==> config.mk <==
export PLATFORM = sky130hd
export DESIGN_NAME = hex_disp_regs
export DESIGN_NICKNAME = d
export VERILOG_FILES = /design/src/rtl/hex_disp_pkg.sv /design/src/rtl/hex_disp_tick_gen.sv /design/src/rtl/hex_disp_regs.sv
export SDC_FILE = /design/constraint.sdc
export NUM_CORES = 1
export LEC_CHECK = 0
export ABC_AREA = 1
export CAP_MARGIN = 20
export CORE_MARGIN = 2
export CORE_UTILIZATION = 48
export DETAILED_ROUTE_END_ITERATION = 7
export HOLD_SLACK_MARGIN = 0.15
export PLACE_DENSITY_LB_ADDON = 0.1
export SLEW_MARGIN = 30
export SYNTH_ARGS = -nofsm -noshare
export SYNTH_HDL_FRONTEND = slang
export SYNTH_HIERARCHICAL = 1
export SYNTH_SLANG_ARGS = --single-unit
==> constraint.sdc <==
create_clock -name clk -period 2 [get_ports clk]
set_input_delay 0.5 -clock clk [delete_from_list [all_inputs] [get_ports clk]]
set_output_delay 0.5 -clock clk [all_outputs]
set_load 0.01 [all_outputs]
==> src/rtl/hex_disp_pkg.sv <==
// rtl/hex_disp_pkg.sv - register map, CTRL layout and byte-merge helper for hex_disp_regs
package hex_disp_pkg;

    localparam logic [3:0] VALUE_OFF    = 4'h0;
    localparam logic [3:0] CTRL_OFF     = 4'h4;
    localparam logic [3:0] PRESCALE_OFF = 4'h8;
    localparam logic [3:0] STATUS_OFF   = 4'hC;

    localparam int CTRL_COUNT_EN_BIT   = 0;
    localparam int CTRL_COUNT_DOWN_BIT = 1;
    localparam int CTRL_BLANK_BIT      = 2;
    localparam int CTRL_BLINK_BIT      = 3;

    localparam int STATUS_WRAP_BIT = 0;

    typedef struct packed {
        logic blink;
        logic blank;
        logic count_down;
        logic count_en;
    } ctrl_t;

    function automatic logic [31:0] be_merge(input logic [31:0] old_v,
                                             input logic [31:0] new_v,
                                             input logic [3:0]  be);
        logic [31:0] r;
        r = old_v;
        for (int i = 0; i < 4; i++) begin
            if (be[i]) begin
                r[8*i +: 8] = new_v[8*i +: 8];
            end
        end
        return r;
    endfunction

endpackage

==> src/rtl/hex_disp_tick_gen.sv <==
// rtl/hex_disp_tick_gen.sv - free-running prescaler, one-cycle tick when the count reaches limit
module hex_disp_tick_gen
    import hex_disp_pkg::*;
(
    input  logic        clk,
    input  logic        rst,
    input  logic        en,
    input  logic        clear,
    input  logic [31:0] limit,
    output logic        tick
);

    logic [31:0] pcnt;

    assign tick = en && (pcnt == limit);

    always_ff @(posedge clk) begin
        if (rst || clear || !en || tick) begin
            pcnt <= '0;
        end else begin
            pcnt <= pcnt + 32'd1;
        end
    end

endmodule

==> src/rtl/hex_disp_regs.sv <==
// rtl/hex_disp_regs.sv - display value register block with hardware counter; blink via HEX_DISP_BLINK_EN
module hex_disp_regs
    import hex_disp_pkg::*;
#(
    parameter int          COUNT_W        = 16,
    parameter logic [31:0] RESET_VALUE    = 32'h0,
    parameter logic [31:0] RESET_PRESCALE = 32'd49_999_999,
    parameter int          BLINK_DIV      = 25_000_000
) (
    input  logic        clk,
    input  logic        rst,
    input  logic        device_req_i,
    input  logic [31:0] device_addr_i,
    input  logic        device_we_i,
    input  logic [3:0]  device_be_i,
    input  logic [31:0] device_wdata_i,
    output logic        device_rvalid_o,
    output logic [31:0] device_rdata_o,
    output logic [31:0] disp_data_o,
    output logic        disp_blank_o
);

    localparam logic [31:0] CNT_MASK = 32'hFFFF_FFFF >> (32 - COUNT_W);
`ifdef HEX_DISP_BLINK_EN
    localparam logic [3:0] CTRL_MASK = 4'b1111;
`else
    localparam logic [3:0] CTRL_MASK = 4'b0111;
    localparam int UNUSED_BLINK_DIV = BLINK_DIV;
`endif

    ctrl_t       ctrl_q, ctrl_d;
    logic [31:0] value_q, value_d;
    logic [31:0] prescale_q, prescale_d;
    logic        wrap_q, wrap_d;
    logic        blank_q, blank_d;
    logic        rvalid_q;
    logic [31:0] rdata_q, rd_mux;

    logic [3:0] reg_off;
    logic       wr, wr_value, wr_ctrl, wr_prescale, wr_status;
    logic       unused_addr;

    assign reg_off     = {device_addr_i[3:2], 2'b00};
    assign unused_addr = ^{device_addr_i[31:4], device_addr_i[1:0]};
    assign wr          = device_req_i && device_we_i;
    assign wr_value    = wr && (reg_off == VALUE_OFF);
    assign wr_ctrl     = wr && (reg_off == CTRL_OFF);
    assign wr_prescale = wr && (reg_off == PRESCALE_OFF);
    assign wr_status   = wr && (reg_off == STATUS_OFF);

    logic count_tick;

    hex_disp_tick_gen u_prescaler (
        .clk   (clk),
        .rst   (rst),
        .en    (ctrl_q.count_en),
        .clear (wr_ctrl || wr_prescale),
        .limit (prescale_q),
        .tick  (count_tick)
    );

    // Only the low COUNT_W bits take part in counting; the rest of VALUE is untouched.
    logic [31:0] cnt_low, cnt_next_low;
    logic        cnt_wraps;

    always_comb begin
        cnt_low = value_q & CNT_MASK;
        if (ctrl_q.count_down) begin
            cnt_next_low = (cnt_low - 32'd1) & CNT_MASK;
            cnt_wraps    = (cnt_low == 32'd0);
        end else begin
            cnt_next_low = (cnt_low + 32'd1) & CNT_MASK;
            cnt_wraps    = (cnt_low == CNT_MASK);
        end
    end

    always_comb begin
        value_d    = value_q;
        ctrl_d     = ctrl_q;
        prescale_d = prescale_q;
        wrap_d     = wrap_q;
        if (wr_value) begin
            value_d = be_merge(value_q, device_wdata_i, device_be_i);
        end else if (count_tick) begin
            value_d = (value_q & ~CNT_MASK) | cnt_next_low;
        end
        if (wr_ctrl && device_be_i[0]) begin
            ctrl_d = ctrl_t'(device_wdata_i[3:0] & CTRL_MASK);
        end
        if (wr_prescale) begin
            prescale_d = be_merge(prescale_q, device_wdata_i, device_be_i);
        end
        if (wr_status && device_be_i[0] && device_wdata_i[STATUS_WRAP_BIT]) begin
            wrap_d = 1'b0;
        end
        // A wrap that lands in the same cycle as a clear must not be lost.
        if (count_tick && !wr_value && cnt_wraps) begin
            wrap_d = 1'b1;
        end
    end

    always_comb begin
        rd_mux = '0;
        case (reg_off)
            VALUE_OFF:    rd_mux = value_q;
            CTRL_OFF:     rd_mux = {28'd0, ctrl_q};
            PRESCALE_OFF: rd_mux = prescale_q;
            STATUS_OFF:   rd_mux[STATUS_WRAP_BIT] = wrap_q;
            default:      rd_mux = '0;
        endcase
    end

`ifdef HEX_DISP_BLINK_EN
    logic blink_tick;
    logic phase_q, phase_d;

    hex_disp_tick_gen u_blink (
        .clk   (clk),
        .rst   (rst),
        .en    (ctrl_q.blink),
        .clear (1'b0),
        .limit (32'(BLINK_DIV - 1)),
        .tick  (blink_tick)
    );

    always_comb begin
        phase_d = 1'b0;
        if (ctrl_q.blink) begin
            phase_d = blink_tick ? !phase_q : phase_q;
        end
    end

    always_ff @(posedge clk) begin
        if (rst) begin
            phase_q <= 1'b0;
        end else begin
            phase_q <= phase_d;
        end
    end

    assign blank_d = ctrl_d.blank | (ctrl_d.blink & phase_d);
`else
    assign blank_d = ctrl_d.blank;
`endif

    always_ff @(posedge clk) begin
        if (rst) begin
            value_q    <= RESET_VALUE;
            ctrl_q     <= '0;
            prescale_q <= RESET_PRESCALE;
            wrap_q     <= 1'b0;
            blank_q    <= 1'b0;
            rvalid_q   <= 1'b0;
            rdata_q    <= '0;
        end else begin
            value_q    <= value_d;
            ctrl_q     <= ctrl_d;
            prescale_q <= prescale_d;
            wrap_q     <= wrap_d;
            blank_q    <= blank_d;
            rvalid_q   <= device_req_i;
            rdata_q    <= (device_req_i && !device_we_i) ? rd_mux : 32'd0;
        end
    end

    assign device_rvalid_o = rvalid_q;
    assign device_rdata_o  = rdata_q;
    assign disp_data_o     = value_q;
    assign disp_blank_o    = blank_q;

endmodule

==> impl_metrics.tcl <==
set metrics [dict create \
    r2r_cells 11 \
    setup_viol 0 \
    cp_cell_sequence "buf_4 -> clkdlybuf4s50_1" \
    path_class "flop to primary output" \
    cp_num_cells 2 \
    grt_remaining_overflow 0 \
    final.min_clock_period_ps 1950 \
    clk_pin_slew_ps 60 \
    worst_hold_path_type "flop to flop" \
    die_y_um 127 \
    hold_depth 2 \
    netlist_area_mm2 0.00724 \
    syn-num-nets 1191 \
    die_area_mm2 0.0161 \
    synth_ff_type "dfxtp_1" \
    async_flop_share 0 \
    synth_warnings 6 \
    numPortBuffers 107 \
    min-delay-start "disp_data_o[30]" \
    fmax_mhz 512 \
    ir_drop_v 0.000631 \
    r2r_start "prescale_q[13]" \
    ys_ff_latch 133 \
    postLayoutCoreUtil 0.669 \
    clockBufferDepth 2 \
    drc 0 \
    row_count 44 \
    syn_area_per_cell_um2 6.56 \
    drive_gt1_frac 0.141 \
    gr-usage-all-layers 0.293 \
    cts_buffers 17 \
    rsz0062_at_grt "yes" \
    core_mm2 0.0146 \
    hold_path_end "disp_data_o[30]" \
    ctsHtreeMaxLevel 4 \
    vias 7576 \
    fin_nets 1364 \
    power_leakage_nw 4.20 \
    final_area_mm2 0.00979 \
    crit_path_start_kind "flop" \
    final_cell_mix "nand2_1 (373), inv_1 (123), dfxtp_1 (115)" \
    drtAntennaViolNets 0 \
    crit_fanout 5 \
    timing.rr.end "disp_data_o[4]" \
    dieWidth_um 127 \
    period_share 0.977 \
    slowest_stage "clkdlybuf4s50_1" \
    worst_slew_pin_slew_ps 442 \
    tns_ps 0 \
    endpoint_kind "primary output" \
    n_fill_cell 1351 \
    critPathRequiredTime_ps 1500 \
    setup_ws_ps 45.0 \
    cpPeakStageDelay_ps 530 \
    initial_core_util 0.494 \
    r2r_slack_ps 140 \
    final_common_cell "nand2_1" \
    holdBufCountCts 0 \
    crit_family "buffers and inverters" \
    p_per_area_mw_per_mm2 649 \
    tritoncts "built" \
    grt_pass1_wl_mm 36.9 \
    max_cap_violations 0 \
    antenna_found_initial 0 \
    drtIter0Drc 564 \
    finalMaxSlewViolations 0 \
    drt-total-wl_mm 22.7 \
    placed_cell_area_mm2 0.00904 \
    netlist_instances 1103 \
    wl_per_cell_um 15.4 \
    critPathBufInv 2 \
    gp_congestion 0.942 \
    yosysUniqueCellTypes 44 \
    arrival_ps 1450 \
    first_global_vias 7289 \
    worstSkewPairLatency_ps 430 \
    synth-edff-count 0 \
    hpwl_mm 17.5 \
    grt_max_degree 33 \
    routed_via_density 5.14 \
    drtPass1Iterations 6 \
    relSlewSlack 0.703 \
    seq_area_frac_synth 0.368 \
    layoutNonFillerInstCount 1473 \
    io_pins 138 \
    hold_viol_final 0 \
    syn2layout_area_growth_pct 35.2 \
    status "finished clean" \
    place_ws_ps -90.8 \
    skew_ps 9.17 \
    root_buffer "clkbuf_16" \
    numClockSinks 133 \
    diodes 0 \
    dp.cells 1441 \
]
==> synth_stat cells (3+ instances only) <==
| library cell | count | area share |
|---|---|---|
| xnor2_1 | 5 | 0.0060 |
| nor3_1 | 22 | 0.015 |
| nand4_1 | 20 | 0.017 |
| ha_1 | 15 | 0.026 |
| inv_2 | 8 | 0.0041 |
| nand3_1 | 79 | 0.055 |
| nor2_1 | 98 | 0.051 |
| inv_1 | 123 | 0.064 |
| o21ai_0 | 17 | 0.012 |
| nand2_1 | 375 | 0.19 |
| nand3b_1 | 4 | 0.0041 |
| nand2_2 | 10 | 0.0086 |
| nor2_4 | 6 | 0.0093 |
| or2_2 | 3 | 0.0026 |
| o22ai_1 | 4 | 0.0035 |
| buf_2 | 5 | 0.0035 |
| nor3_2 | 3 | 0.0041 |
| dfxtp_1 | 133 | 0.37 |
| a21oi_1 | 86 | 0.059 |
| nor2_2 | 5 | 0.0043 |
| buf_6 | 5 | 0.0078 |
| clkbuf_1 | 15 | 0.0078 |
| and3_1 | 3 | 0.0026 |
| xor2_1 | 32 | 0.039 |
==> cell families (layout without fill, tap and decap cells) <==
logic type                 Yosys count  in the layout  share of synthesized area
and+or+nand+nor                    639            639                      0.382
buffers and inverters              161            347                     0.0914
DFF                                133            133                      0.368
AOI/OAI and AO/OA                  117            117                     0.0850
xor gates and xnor gates            37             37                     0.0448
adders and majority gates           16             16                     0.0287
==> how the worst max path moves through the flow <==
stage          slack (ps)              endpoint                 from
3_5_place_dp          -90  u_prescaler/pcnt[19]     device_addr_i[2]
6_report               50       disp_data_o[10]      disp_data_o[10]
3_3_place_gp          -70  u_prescaler/pcnt[19]     device_addr_i[2]
2_1_floorplan          90       disp_data_o[12]            ctrl_q[1]
5_1_grt                -9       disp_data_o[15]            ctrl_q[1]
4_1_cts               -10        disp_data_o[4]  u_prescaler/pcnt[5]
==> report_power, final <==
| part | internal, mW | switching (mW) |
|---|---|---|
| Sequential | 2.68 | 0.0293 |
| Clock | 1.91 | 1.30 |
| Combinational | 0.205 | 0.232 |
==> per-stage QoR <==
| step | hold WS [ps] | power [mW] |
|---|---|---|
| global placement | 467 | 3.19 |
| finish | 480 | 6.35 |
| global route | 509 | 6.57 |
| detailed placement | 469 | 3.19 |
| floorplan | 454 | 2.95 |
| CTS | 479 | 6.39 |
==> cell type report <==
class | instances | area [um^2] | share of cell area
clock inverter | 14 | 166 | 0.0170
clock buffer | 18 | 439 | 0.0449
tap | 184 | 230 | 0.0235
sequential | 133 | 2690 | 0.274
inverter | 133 | 517 | 0.0528
timing repair buffer | 182 | 1730 | 0.177
multi-input combinational | 809 | 4020 | 0.411
==> per-layer routing <==
| layer | global-route usage | part of all wire | up-vias | wire [um] |
|---|---|---|---|---|
| li1 | - | - | 3863 | - |
| met1 | 0.379 | 0.44 | 3416 | 10000 |
| met2 | 0.478 | 0.47 | 251 | 10600 |
| met3 | 0.0658 | 0.065 | 46 | 1480 |
| met4 | 0.111 | 0.029 | 0 | 658 |
| met5 | 0 | 0 | - | 0 |
==> state kept, by name, indices dropped and copies added, names as in the netlist <==
name,cells
u_prescaler/pcnt,32
disp_blank_o,1
prescale_q,32
ctrl_q,2
device_rdata_o,32
disp_data_o,32
wrap_q,1
device_rvalid_o,1
==> worst min-delay path, delay by kind of cell, from the launching register on <==
kind	cells	cell delay, ps
flops	1	320
simple gates	1	60
compound gates	1	50
==> timing repair <==
action / in CTS / in global routing
pin swaps: 0 / 3
endpoints found under the setup margin: 7 / 22
buffers inserted: 0 / 0
gates resized for setup: 6 / 38
Note: power is estimated with default switching activity, not from simulation.
